File: config.mk
export PLATFORM = sky130hd
export DESIGN_NAME = clk_src_supervisor
export DESIGN_NICKNAME = d
export VERILOG_FILES = /design/src/rtl/clk_src_supervisor.sv
export SDC_FILE = /design/constraint.sdc
export NUM_CORES = 1
export LEC_CHECK = 0
export ABC_AREA = 1
export CAP_MARGIN = 25
export CORE_MARGIN = 3
export CORE_UTILIZATION = 30
export DETAILED_ROUTE_END_ITERATION = 8
export SYNTH_ARGS = -nofsm -noshare
export SYNTH_HDL_FRONTEND = slang
export SYNTH_SLANG_ARGS = --single-unit
export TNS_END_PERCENT = 10
File: constraint.sdc
create_clock -name clk -period 2.5 [get_ports clk]
set_input_delay 0.25 -clock clk [delete_from_list [all_inputs] [get_ports clk]]
set_output_delay 0.25 -clock clk [all_outputs]
set_load 0.05 [all_outputs]
File: src/rtl/clk_src_supervisor.sv
// clk_src_supervisor: ext/int clock mux supervisor with qualification, fallback and fabric reset stretch.
// Define CLK_SUP_AUTO_RETURN_EN to re-qualify the external clock automatically after a loss.
module clk_src_supervisor #(
  parameter int SYNC_STAGES    = 2,
  parameter int HOLDOFF_CYCLES = 40000,
  parameter int RST_STRETCH    = 64,
  parameter int CNT_W          = 16
) (
  input  logic             clk,
  input  logic             nrst,
  input  logic             locked_async,
  input  logic             ext_active_async,
  input  logic             force_int_async,
  input  logic             rearm,
  input  logic             clear_count,
  output logic             clk_int_select,
  output logic             fabric_rst_n,
  output logic             ext_lost,
  output logic [CNT_W-1:0] switch_count,
  output logic [1:0]       state
);
  localparam int QW = $clog2(HOLDOFF_CYCLES + 1);
  localparam int SW = $clog2(RST_STRETCH + 1);
  typedef enum logic [1:0] {INT = 2'd0, QUAL = 2'd1, EXT = 2'd2} st_t;
  st_t st;
  logic [SYNC_STAGES-1:0] lk_q, ex_q, fo_q;
  logic locked_s, ext_s, force_s, lock_rise, loss, sw, armed;
  logic [QW-1:0] qual_cnt;
  logic [SW-1:0] stretch, stretch_nxt;
  assign locked_s  = lk_q[SYNC_STAGES-1];
  assign ext_s     = ex_q[SYNC_STAGES-1];
  assign force_s   = fo_q[SYNC_STAGES-1];
  assign lock_rise = lk_q[SYNC_STAGES-2] & ~locked_s;
  assign loss      = st == EXT && !ext_s;
  assign sw        = (st == EXT && (force_s || !ext_s)) ||
                     (st == QUAL && ext_s && !force_s && qual_cnt == QW'(HOLDOFF_CYCLES - 1));
  assign stretch_nxt = (sw || lock_rise) ? SW'(RST_STRETCH) : (stretch != '0) ? stretch - SW'(1) : stretch;
  assign state = st;
  always_ff @(posedge clk or negedge nrst) begin
    if (!nrst) begin
      lk_q           <= '0;
      ex_q           <= '0;
      fo_q           <= '0;
      st             <= INT;
      qual_cnt       <= '0;
      clk_int_select <= 1'b1;
      stretch        <= '0;
      fabric_rst_n   <= 1'b0;
      switch_count   <= '0;
      ext_lost       <= 1'b0;
    end else begin
      lk_q         <= {lk_q[SYNC_STAGES-2:0], locked_async};
      ex_q         <= {ex_q[SYNC_STAGES-2:0], ext_active_async};
      fo_q         <= {fo_q[SYNC_STAGES-2:0], force_int_async};
      stretch      <= stretch_nxt;
      // next-cycle locked_s is the stage just before the synchronizer output
      fabric_rst_n <= stretch_nxt == '0 && lk_q[SYNC_STAGES-2];
      switch_count <= clear_count ? CNT_W'(sw) :
                      (sw && ~&switch_count) ? switch_count + CNT_W'(1) : switch_count;
      ext_lost     <= loss | (ext_lost & ~clear_count);
      case (st)
        INT: if (ext_s && !force_s && armed) begin
          st       <= QUAL;
          qual_cnt <= '0;
        end
        QUAL: if (!ext_s || force_s) st <= INT;
          else if (sw) begin
            st             <= EXT;
            clk_int_select <= 1'b0;
          end else qual_cnt <= qual_cnt + QW'(1);
        EXT: if (sw) begin
          st             <= INT;
          clk_int_select <= 1'b1;
        end
        default: st <= INT;
      endcase
    end
  end
`ifdef CLK_SUP_AUTO_RETURN_EN
  logic unused_rearm;
  assign unused_rearm = rearm;
  assign armed = 1'b1;
`else
  always_ff @(posedge clk or negedge nrst) begin
    if (!nrst) armed <= 1'b1;
    else armed <= loss ? 1'b0 : rearm ? 1'b1 : armed;
  end
`endif
endmodule
## Word-level counts from Yosys, hierarchy flattened

Index checks and enable logic that the tools add are counted.

| word-level totals | value |
|---|---|
| register bits after elaboration | 51 |
| input port bits | 7 |
| logic and storage cells | 73 |

| operators by class | value |
|---|---|
| muxes and demuxes | 19 |
| equality and inequality tests | 9 |
| bitwise operators | 5 |
| add/subtract/negate cells | 3 |
| reduce and logical (&&, ||, !) cells | 26 |

Operators by type and width:

| kind | count |
|---|---|
| 16-bit two-way mux | 5 |
| 16-bit by 1-bit adder with 16-bit output, second input constant | 2 |
| 16-bit one-hot mux with 2 select lines | 1 |
| 16-bit equality test, second input constant | 1 |
| 16-bit AND reduction | 1 |
| 7-bit two-way mux | 2 |
| 2-bit != test, second input constant | 5 |
| 1-bit logical AND | 9 |
| 2-bit two-way mux | 4 |
| 4-bit AND reduction | 2 |
| 2-bit nonzero test | 4 |
| 7-bit logical NOT | 1 |
| 7-bit nonzero test | 1 |
| 7-bit by 1-bit subtractor with 7-bit output, second input constant | 1 |
| 2-bit one-hot mux with 3 select lines | 1 |
| 1-bit two-way mux | 5 |
| 1-bit logical NOT | 3 |
| 1-bit logical OR | 3 |
| 3-bit by 2-bit != test with 1-bit output, second input constant | 1 |
| 3-bit AND reduction | 1 |
| 1-bit AND | 2 |
| 2-bit by 1-bit equality test with 1-bit output, second input constant | 1 |
| 2-bit equality test, second input constant | 1 |
| 2-bit logical NOT | 1 |
| other kinds (3) | 4 |

## Longest topological paths before layout

Gate-level depths: netlist (run 1).

| logic depth | value |
|---|---|
| word-level depth | 9 |
| gate-level depth with buffers | 11 |

## Worst setup path before layout (run 1)

Ideal clock, no wire load.

| timing | value |
|---|---|
| kind | register to register |
| start point | register switch_count[1] |
| end point | register switch_count[10] |
| clock period less this slack | 1981 ps |
| arrival | 1862 ps |
| path buffers | 1 |
| stages on the path, launching flop included | 12 |
| setup slack | 519 ps |
| library setup time | 119 ps |
| path through | dfrtp_1 > ha_1 > nand2_1 > nor3_2 > nand2_2 > nor2_2 > nand2_2 > nand2_2 > nand2_2 > buf_6 > nand2_1 > o21ai_2 |

| between the ends | value |
|---|---|
| longest elaborated chain between the ends | 4 |

Ends and longest elaborated chain:

| what | line | source |
|---|---|---|
| from (decl) | 19 | `output logic [CNT_W-1:0] switch_count,` |
| from (signal assigned) | 58 | `switch_count <= clear_count ? CNT_W'(sw) :` |
| branches (longest 4 deep; another with 16-bit by 1-bit adder with 16-bit output) | -- |  |

Parallel ways; which one is timed is not known. The select of a mux whose other input is x is not followed.
A chain may end at the register's enable or synchronous reset.

## Final worst setup path (run 1)

| timing | value |
|---|---|
| start point | register switch_count[0] |
| end point | register switch_count[15] |

Same word-level chain as after synthesis.

==> key figures, run 1 <==
Cells and area
  • Fin nets: approximately 430
  • Layout area overhead: 16.7%
  • Final Cell Area: approximately 3400 um^2
  • Most frequent cells in the layout: nand2_1, nor2_1, dfrtp_1, nand3_1, inv_1
  • Commonest non-fill, non-tap cell in the layout: nand2_1
  • Ant. Diodes: 0
  • Layout Cells excl Fill: 552
  • Share of cells above drive strength 1: under 10%

STA
  • Fin Setup TNS: 0 ns
  • Final Max Tran Viols: 0
  • FMAX: around 460 MHz
  • Worst slew pin tran: ~0.65 ns
  • Setup violators final: 0
  • Final Hold Vio Count: 0
  • Max_slew headroom: between 50% and 60%
  • Tcrit/Tclk final: 86.6%
  • Min Tclk post-route: approximately 2.2 ns
  • Final Skew: roughly 0.015 ns
  • Unrepaired setup endpoints after global routing: false

Status
  • Status: completed

Route
  • Drt drc: 0
  • Initial DRC Count: 85
  • Pre-Repair DR Iteration Count: 4
  • Routed WL: 6400 um
  • Post-route ant nets: 0
  • DR vias/cell: between 4 and 5
  • Via Count: 2513
  • Drt wl/cell: 11.6 um

Yosys
  • Synthesized cell area: 2940 um^2
  • Synth Flop Type: dfrtp_1
  • Synth Area per Inst: 7.53 um^2
  • Synth Instances: approximately 390
  • Sequential-to-total area share from yosys stat: a little over two fifths
  • Unique masters post-synth: 30
  • Number of synthesized flops with an enable pin: 0
  • Yosys warnings: 0
  • Post-Syn Nets: between 400 and 500
  • Fraction of registers with async set/reset: 100%
  • Number of synthesized register bits: 51

Clocking
  • Root Buffer: clkbuf_8
  • CTS sink cnt: 51
  • CTS Buf Count: 5
  • CTS Hold Bufs: 0
  • Clock latency on the worst-skew pair: roughly 0.30 ns
  • Post-CTS setup buffer count: 0
  • Clock Pin Slew Worst Setup and Hold Paths: 0.09 ns
  • Post-CTS sizing: 0
  • Clock Path Buffers: 2
  • H-tree Lvls: 2
  • CTS tree: done

Placed design
  • Placement Cell Area: 3340 um^2
  • Dpl cells: between 500 and 600
  • Dpl hpwl: roughly 4600 um
  • Port bufs: 27
  • Final Wtd Congestion: 0.843

Critical path
  • Crit Path Class: reg2reg
  • Worst setup EP type: register
  • CP peak stage delay: around 0.44 ns
  • Startpoint Class: register
  • Worst path buffer plus inverter count: 0
  • Top cell family by delay on the critical path: simple AND/OR/NAND/NOR gates
  • Worst r2r src: switch_count[0]$_DFFE_PN0P_
  • WP data arrival: between 2 and 2.5 ns
  • Crit path from: switch_count[0]$_DFFE_PN0P_
  • Critical path, cell by cell: ha_1 -> nand2_1 -> nor3_2 -> nand2_2 -> nor2_2 -> nand2_2 -> nand2_2 -> nand2_2 -> nand2_1 -> o21ai_2
  • Slowest CP cell: dfrtp_1
  • Worst path required time: 2.68 ns
  • Crit path top cell by count: nand2_2
  • CP Max Fanout: 21

Power and ir drop
  • Pwr/cell area: between 600 and 700 nW/um^2
  • Pleak: 0.00159 uW
  • Worst-case vdd ir drop: roughly 0.00024 V

Floorplan
  • Core Region: roughly 9400 um^2
  • Row cnt: 35
  • Die ar.: 11000 um^2
  • # IOs: 28
  • Die H: between 100 and 150 um
  • Initial Util: a little under a third
  • Die X: about 110 um

GRT
  • Vias in the first global route: about 2.5k
  • Initial antenna violation count: 0
  • Pin count of the biggest net entering global routing: between 50 and 60
  • First-pass GRT wire length: roughly 11000 um
  • Gr usage total: 12.1%
  • Gr ovfl total: 0

Flow run
  • MaxCap Viol Count: 0

Min path
  • Hold Path Class: in2async
synthesized netlist by cell type (2+ instances only):
cell,count,share of area [%]
nand2_1,113,14
nor2_1,56,7.1
dfrtp_1,49,42
nand3_1,40,6.8
inv_1,38,4.8
xor2_1,18,5.4
nor3_1,14,2.4
nand4_1,11,2.3
o21ai_0,8,1.4
nand2_2,6,1.3
o21ai_2,6,1.8
xnor2_1,5,1.5
ha_1,4,1.7
buf_6,3,1.1
clkbuf_1,2,0.26
dfstp_2,2,1.8
nand2_4,2,0.76
nor3b_1,2,0.51
worst paths after layout:
check | cells past startpoint | slack, ns | endpoint
setup / recovery | 10 | 0.34 | switch_count[15]$_DFFE_PN0P_
hold / removal | 2 | 0.05 | qual_cnt[10]$_DFFE_PN0P_
setup reg to reg | 10 | 0.34 | switch_count[15]$_DFFE_PN0P_
hold reg to reg | 0 | 0.35 | fo_q[1]$_DFF_PN0_
max in group asynchronous | 2 | 2.01 | qual_cnt[4]$_DFFE_PN0P_
min in group clk | 0 | 0.35 | fo_q[1]$_DFF_PN0_
stage by stage:
step                setup WS [ns]  total power, uW  util [%]  hold slack [ns]
CTS                         0.324             2310      36.7           0.0825
global route                0.110             2450      36.7            0.113
detailed placement          0.341             1800      35.7            0.336
global placement            0.368             1780      35.7            0.333
finish                      0.335             2270      36.7           0.0464
floorplan                   0.519             1620         -          -0.0456
layer usage:
| metal | track usage, % | vias to the layer above | part of all wire [%] |
|---|---|---|---|
| li1 | - | 1304 | - |
| met1 | 15.5 | 1167 | 47 |
| met2 | 21.0 | 34 | 49 |
| met3 | 2.22 | 8 | 2.8 |
| met4 | 3.19 | 0 | 1.3 |
| met5 | 0 | - | 0 |
cell families (layout without fill, tap and decap cells):
group                      Yosys count  in the layout  synth area share (%)
AOI/OAI and AO/OA                   18             18                  4.29
buffers and inverters               46             78                  6.76
DFF                                 51             51                  43.4
and+or+nand+nor                    249            249                  37.0
xor gates and xnor gates            23             23                  6.84
adders and majority gates            4              4                  1.70
state kept, by name (all words and copies together) (netlist names):
name            flops
stretch             7
fabric_rst_n        1
ex_q                2
fo_q                2
switch_count       16
state               2
ext_lost            1
qual_cnt           16
armed               1
clk_int_select      1
lk_q                2
worst register-to-register path: stages, from the launching register on:
cell	delay, ns
dfrtp_1	0.44
ha_1	0.23
nand2_1	0.08
nor3_2	0.26
nand2_2	0.11
nor2_2	0.11
nand2_2	0.07
nand2_2	0.19
nand2_2	0.31
nand2_1	0.18
o21ai_2	0.06
final cells by class:
cell class / count / area (um^2)
Clock buffer: 7 / 86.3
Clock inverter: 1 / 5.00
Fill cell: 1001 / 5940
Inverter: 40 / 150
Multi-Input combinational cell: 294 / 1470
Sequential cell: 51 / 1280
Tap cell: 129 / 161
Timing Repair Buffer: 30 / 288
power breakdown:
part | internal [uW] | switching, uW
sequential | 925 | 87.1
combinational | 247 | 524
clock | 224 | 267
No activity file was read; power rests on OpenSTA's default activity.
==> run 2: changes to the inputs <==
--- a/config.mk
+++ b/config.mk
@@ -6,10 +6,12 @@
 export NUM_CORES = 1
 export LEC_CHECK = 0
 export ABC_AREA = 1
+export ABC_CLOCK_PERIOD_IN_PS = 2500
 export CAP_MARGIN = 25
 export CORE_MARGIN = 3
 export CORE_UTILIZATION = 30
 export DETAILED_ROUTE_END_ITERATION = 8
+export GPL_TIMING_DRIVEN = 0
 export SYNTH_ARGS = -nofsm -noshare
 export SYNTH_HDL_FRONTEND = slang
 export SYNTH_SLANG_ARGS = --single-unit
==> key figures, run 2 (synthesis results as in run 1) <==
Route
  • Initial DRC Count: between 100 and 150
  • Pre-Repair DR Iteration Count: 4
  • Post-route ant nets: 0
  • Drt wl/cell: between 10 and 15 um
  • Routed WL: 6260 um
  • Via Count: around 2.5k
  • DR vias/cell: 4.57
  • Drt drc: 0

Clocking
  • CTS tree: done
  • Clock Pin Slew Worst Setup and Hold Paths: about 0.090 ns
  • Clock latency on the worst-skew pair: between 0.3 and 0.4 ns
  • Clock Path Buffers: 2
  • Post-CTS setup buffer count: 0
  • Root Buffer: clkbuf_8
  • CTS sink cnt: between 50 and 60
  • CTS Buf Count: 5
  • H-tree Lvls: 2

Cells and area
  • Top Registers: qual_cnt: 16 flops, switch_count: 16 flops, stretch: 7 flops
  • Commonest non-fill, non-tap cell in the layout: nand2_1
  • Layout area overhead: 18.7%
  • Ant. Diodes: 0
  • Final Cell Area: ~3500 um^2
  • Most frequent cells in the layout: nand2_1, nor2_1, dfrtp_1, nand3_1, inv_1
  • Layout Cells excl Fill: ~560
  • Fillers: 1001
  • Fin nets: about 440
  • Share of cells above drive strength 1: just over 8%

STA
  • Unrepaired setup endpoints after global routing: false
  • Final Hold Vio Count: 0
  • Max_slew headroom: 59.4%
  • Tcrit/Tclk final: about four fifths
  • Setup violators final: 0
  • Worst slew pin tran: a little over 0.6 ns
  • Min Tclk post-route: approximately 2.0 ns
  • Final Skew: 0.0122 ns
  • FMAX: ~490 MHz
  • Final Max Tran Viols: 0

Placed design
  • Dpl hpwl: between 4000 and 5000 um
  • Port bufs: 27
  • Placement Cell Area: roughly 3400 um^2
  • Dpl cells: around 550
  • Final Wtd Congestion: about 0.87

Critical path
  • Crit path from: qual_cnt[0]$_DFFE_PN0P_
  • Critical path endpoint: qual_cnt[12]$_DFFE_PN0P_
  • CP Max Fanout: 10
  • CP peak stage delay: 0.46 ns
  • Startpoint Class: register
  • Worst reg-to-reg path cell count: 10
  • Crit Path Class: reg2reg
  • Crit path top cell by count: nand2_1
  • R2R Setup Slk: about 0.47 ns
  • WP data arrival: between 2 and 2.5 ns
  • Worst setup EP type: register
  • Slowest CP cell: dfrtp_1
  • Critical path, cell by cell: ha_1 -> nand3_1 -> nor2_1 -> nand3_2 -> nand2_2 -> o21ai_4 -> nand2_4 -> buf_6 -> nand2_1 -> nand2_1
  • Worst r2r src: qual_cnt[0]$_DFFE_PN0P_
  • Reg2reg end: qual_cnt[12]$_DFFE_PN0P_
  • Worst path required time: 2.69 ns

Floorplan
  • # IOs: 28
  • Initial Util: between 30% and 40%
  • Core Region: ~9400 um^2
  • Die ar.: between 10000 and 15000 um^2
  • Die H: between 100 and 150 um
  • Row cnt: 35
  • Die X: approximately 110 um

Power and ir drop
  • Pleak: between 0.0015 and 0.002 uW
  • Pwr/cell area: ~670 nW/um^2
  • Worst-case vdd ir drop: approximately 0.00023 V

GRT
  • Gr ovfl total: 0
  • First-pass GRT wire length: 10900 um
  • Pin count of the biggest net entering global routing: 35
  • Vias in the first global route: roughly 2.4k
  • Gr usage total: about an eighth
  • Initial antenna violation count: 0

Status
  • Status: completed

Flow run
  • MaxCap Viol Count: 0

Min path
  • Hold Path Class: reg2reg
run 2: how the worst min path moves through the flow:
stage | start | to | slack [ns] | cells after the start
after floorplan | nrst | ex_q[0]$_DFF_PN0_ | -0.05 | 0
after global placement | fo_q[0]$_DFF_PN0_ | fo_q[1]$_DFF_PN0_ | 0.33 | 0
after detailed placement | nrst | qual_cnt[8]$_DFFE_PN0P_ | 0.22 | 1
after CTS | ex_q[0]$_DFF_PN0_ | ex_q[1]$_DFF_PN0_ | 0.37 | 0
after global routing | force_int_async | fo_q[0]$_DFF_PN0_ | 0.37 | 1
final | ex_q[0]$_DFF_PN0_ | ex_q[1]$_DFF_PN0_ | 0.36 | 0
run 2: metal layers:
layer  vias to the layer above  wire (um)  track usage, %  share of wire [%]
met3                         6        194            2.35                3.1
met5                         -          0               0                  0
met2                        34       3010            20.3                 48
met1                      1192       3000            15.0                 48
li1                       1316          -               -                  -
met4                         0         54            2.81               0.86
run 2: timing repair:
| item | 4_1_cts | 5_1_grt |
|---|---|---|
| hold endpoints to repair | 15 | 0 |
| gates resized for setup | 0 | 0 |
| hold buffers | 1 | 0 |
run 2: metrics by stage:
stage / hold WS, ns / utilization (%) / total power (uW) / setup slack, ns / setup TNS (ns)
after floorplan: -0.0456 / - / 1620 / 0.519 / 0
after global placement: 0.334 / 36.0 / 1810 / -0.443 / -21.56
after detailed placement: 0.223 / 36.2 / 1830 / 0.525 / 0
after CTS: 0.366 / 37.3 / 2350 / 0.489 / 0
after global routing: 0.365 / 37.3 / 2480 / 0.288 / 0
final: 0.361 / 37.3 / 2330 / 0.471 / 0
run 2: worst max-delay path, delay by kind of cell, from the launching register on:
kind / cells / cell delay, ns
and+or+nand+nor: 7 / 0.75
buffers and inverters: 1 / 0.17
DFF: 1 / 0.46
adders and majority gates: 1 / 0.26
AOI/OAI and AO/OA: 1 / 0.27
run 2: layout make-up:
| cell class | count | area (um^2) | share of cell area [%] |
|---|---|---|---|
| Timing Repair Buffer | 29 | 295 | 8.45 |
| Clock buffer | 7 | 86.3 | 2.47 |
| Multi-Input combinational cell | 294 | 1470 | 41.9 |
| Sequential cell | 51 | 1280 | 36.6 |
| Inverter | 40 | 150 | 4.29 |
| Tap cell | 129 | 161 | 4.62 |
| Buffer | 6 | 48.8 | 1.40 |
| Clock inverter | 1 | 8.76 | 0.251 |
run 2: where the power goes:
part	switching [uW]	internal, uW
Clock	286	228
Sequential	86.2	925
Combinational	533	272
==> run 3: changes to the inputs <==
--- a/config.mk
+++ b/config.mk
@@ -6,7 +6,7 @@
 export NUM_CORES = 1
 export LEC_CHECK = 0
 export ABC_AREA = 1
-export ABC_CLOCK_PERIOD_IN_PS = 2500
+export ABC_CLOCK_PERIOD_IN_PS = 1700
 export CAP_MARGIN = 25
 export CORE_MARGIN = 3
 export CORE_UTILIZATION = 30
==> constraint.sdc (replaced) <==
create_clock -name clk -period 1.7 [get_ports clk]
set_input_delay 0.17 -clock clk [delete_from_list [all_inputs] [get_ports clk]]
set_output_delay 0.17 -clock clk [all_outputs]
set_load 0.05 [all_outputs]
==> key figures, run 3 (synthesis results as in run 1) <==
STA
  • Max_slew headroom: roughly three fifths
  • Tcrit/Tclk final: 100%
  • Setup violators final: 1
  • Min Tclk post-route: 1.70 ns
  • FMAX: approximately 590 MHz
  • Unrepaired setup endpoints after global routing: true
  • Worst setup margin: -0.000922 ns
  • Final Hold Vio Count: 0
  • Worst slew pin tran: slightly above 0.6 ns
  • Final Max Tran Viols: 0
  • Final hold slack: about 0.29 ns
  • Final Skew: roughly 0.015 ns

Cells and area
  • Fin nets: 459
  • Fillers: between 900 and 1k
  • Final Cell Area: roughly 3900 um^2
  • Final Util: 41.1%
  • Most frequent cells in the layout: nand2_1, nor2_1, inv_1, nand3_1, dfrtp_1
  • Commonest non-fill, non-tap cell in the layout: nand2_1
  • Sequential Area: about 1300 um^2
  • Layout area overhead: 30.9%
  • Multi-input logic area: approximately 1600 um^2
  • Share of cells above drive strength 1: 20.7%
  • Ant. Diodes: 0
  • Top Registers: qual_cnt: 16 flops, switch_count: 16 flops, stretch: 7 flops

GRT
  • Vias in the first global route: 2556
  • Pin count of the biggest net entering global routing: 31
  • Gr ovfl total: 0
  • Initial antenna violation count: 0
  • First-pass GRT wire length: ~12000 um
  • Gr usage total: between 10% and 20%

Critical path
  • WP data arrival: roughly 1.9 ns
  • Crit path top cell by count: nand2_4
  • CP peak stage delay: around 0.42 ns
  • Critical path, cell by cell: ha_4 -> nand2_4 -> nor3_4 -> nand2_2 -> nor2_2 -> nand2_2 -> nand2_4 -> nand2_4 -> buf_6 -> nand3_2 -> nand2_1
  • Slowest CP cell: dfrtp_2
  • Top cell family by delay on the critical path: simple AND/OR/NAND/NOR gates
  • Worst path required time: approximately 1.9 ns
  • CP Max Fanout: 5
  • Worst setup EP type: register
  • Crit Path Class: reg2reg
  • Worst path buffer plus inverter count: 1
  • Startpoint Class: register

Power and ir drop
  • Sequential power share: between 30% and 40%
  • Internal: 2360 uW
  • Sw Share: 37.7%
  • Pwr/cell area: a little under 1000 nW/um^2
  • Clock share of power: between 20% and 30%
  • Combinational fraction of design power: 38.1%
  • Pleak: roughly 0.0019 uW
  • Worst-case vdd ir drop: ~0.00044 V
  • Switching pwr: 1430 uW

Status
  • Failing checks: setup timing
  • Status: complete, but fails checks

Clocking
  • CTS tree: done
  • Root Buffer: clkbuf_8
  • Clock Path Buffers: 2
  • H-tree Lvls: 2
  • Clock Pin Slew Worst Setup and Hold Paths: roughly 0.1 ns
  • CTS Buf Count: 5
  • Clock latency on the worst-skew pair: 0.31 ns
  • CTS sink cnt: a little over 50

Placed design
  • Pre-CTS setup slack: -0.299 ns
  • Dpl hpwl: 4800 um
  • Port bufs: 27
  • Final Wtd Congestion: between 0.8 and 0.9
  • Placement Cell Area: ~3400 um^2

Floorplan
  • Initial Util: a little under a third
  • Die X: between 100 and 150 um
  • # IOs: 28
  • Die H: between 100 and 150 um
  • Core Region: 9370 um^2
  • Row cnt: 35
  • Die ar.: between 10000 and 15000 um^2

Route
  • Drt wl/cell: approximately 12 um
  • DR vias/cell: ~4.6
  • Post-route ant nets: 0
  • Pre-Repair DR Iteration Count: 5
  • Via Count: 2663
  • Initial DRC Count: approximately 100
  • Drt drc: 0
  • Routed WL: 6920 um

Min path
  • Hold Path Class: in2reg

Flow run
  • MaxCap Viol Count: 0
run 3: changes by cell type in the layout (fill, tap and decap cells not counted), sizes merged, moves of 2 or more:
| cell | change |
|---|---|
| buf | +20 |
| clkdlybuf4s50 | -19 |
| dlygate4sd2 | +17 |
| dlymetal6s2s | +2 |
run 3: worst register-to-register path, delay by kind of cell, from the launching register on:
family,cells,cell delay [ns]
flip-flops,1,0.42
adder cells (fa/ha/maj),1,0.17
AND/OR/NAND/NOR,9,0.86
buffers and inverters,1,0.15
run 3: area by class of cell:
type / count / share of cell area, %
Multi-Input combinational cell: 294 / 41.6
Sequential cell: 51 / 33.6
Timing Repair Buffer: 50 / 12.2
Tap cell: 129 / 4.19
Inverter: 40 / 3.96
Clock buffer: 5 / 1.79
Buffer: 6 / 1.56
Clock inverter: 3 / 1.14
run 3: per-stage QoR:
stage                     setup TNS [ns]  instances  total power, uW
after global placement            -66.10        547             2670
after detailed placement           -7.36        548             2700
after floorplan                    -1.68        391             2380
final                          -0.000922        578             3790
after CTS                       -0.00790        562             3670
after global routing               -1.58        578             4050
run 3: repair_timing:
item                                    CTS  global route
endpoints found under the setup margin   57            39
pin swaps                                 4            11
setup buffers                             5            14
cloned                                    0             2
hold buffers                              1             0
gates resized for setup                  22            33
hold endpoints to repair                 19             0
run 3: metal layers:
layer / GRT usage, % / vias up / part of all wire, %
met5: 0 / - / 0
met4: 3.19 / 0 / 0.98
met3: 2.47 / 7 / 3.3
met2: 21.8 / 38 / 49
met1: 15.8 / 1264 / 47
li1: - / 1354 / -
run 3: worst paths after layout:
check,endpoint,cells past startpoint,start,slack (ns)
max,switch_count[13]$_DFFE_PN0P_,11,switch_count[1]$_DFFE_PN0P_,-0.0009
min,lk_q[0]$_DFF_PN0_,1,locked_async,0.29
max reg2reg,switch_count[13]$_DFFE_PN0P_,11,switch_count[1]$_DFFE_PN0P_,-0.0009
min reg2reg,ex_q[1]$_DFF_PN0_,0,ex_q[0]$_DFF_PN0_,0.36
max in group asynchronous,switch_count[0]$_DFFE_PN0P_,3,nrst,0.76
min in group asynchronous,qual_cnt[6]$_DFFE_PN0P_,2,nrst,0.37
run 3: power by group through the flow:
| stage | clock network, uW | registers [uW] | logic [uW] |
|---|---|---|---|
| 2_1_floorplan | 0 | 1610 | 769 |
| 3_3_place_gp | 0 | 1510 | 1160 |
| 3_5_place_dp | 0 | 1520 | 1190 |
| 4_1_cts | 895 | 1480 | 1290 |
| 5_1_grt | 942 | 1510 | 1600 |
| 6_report | 864 | 1490 | 1440 |
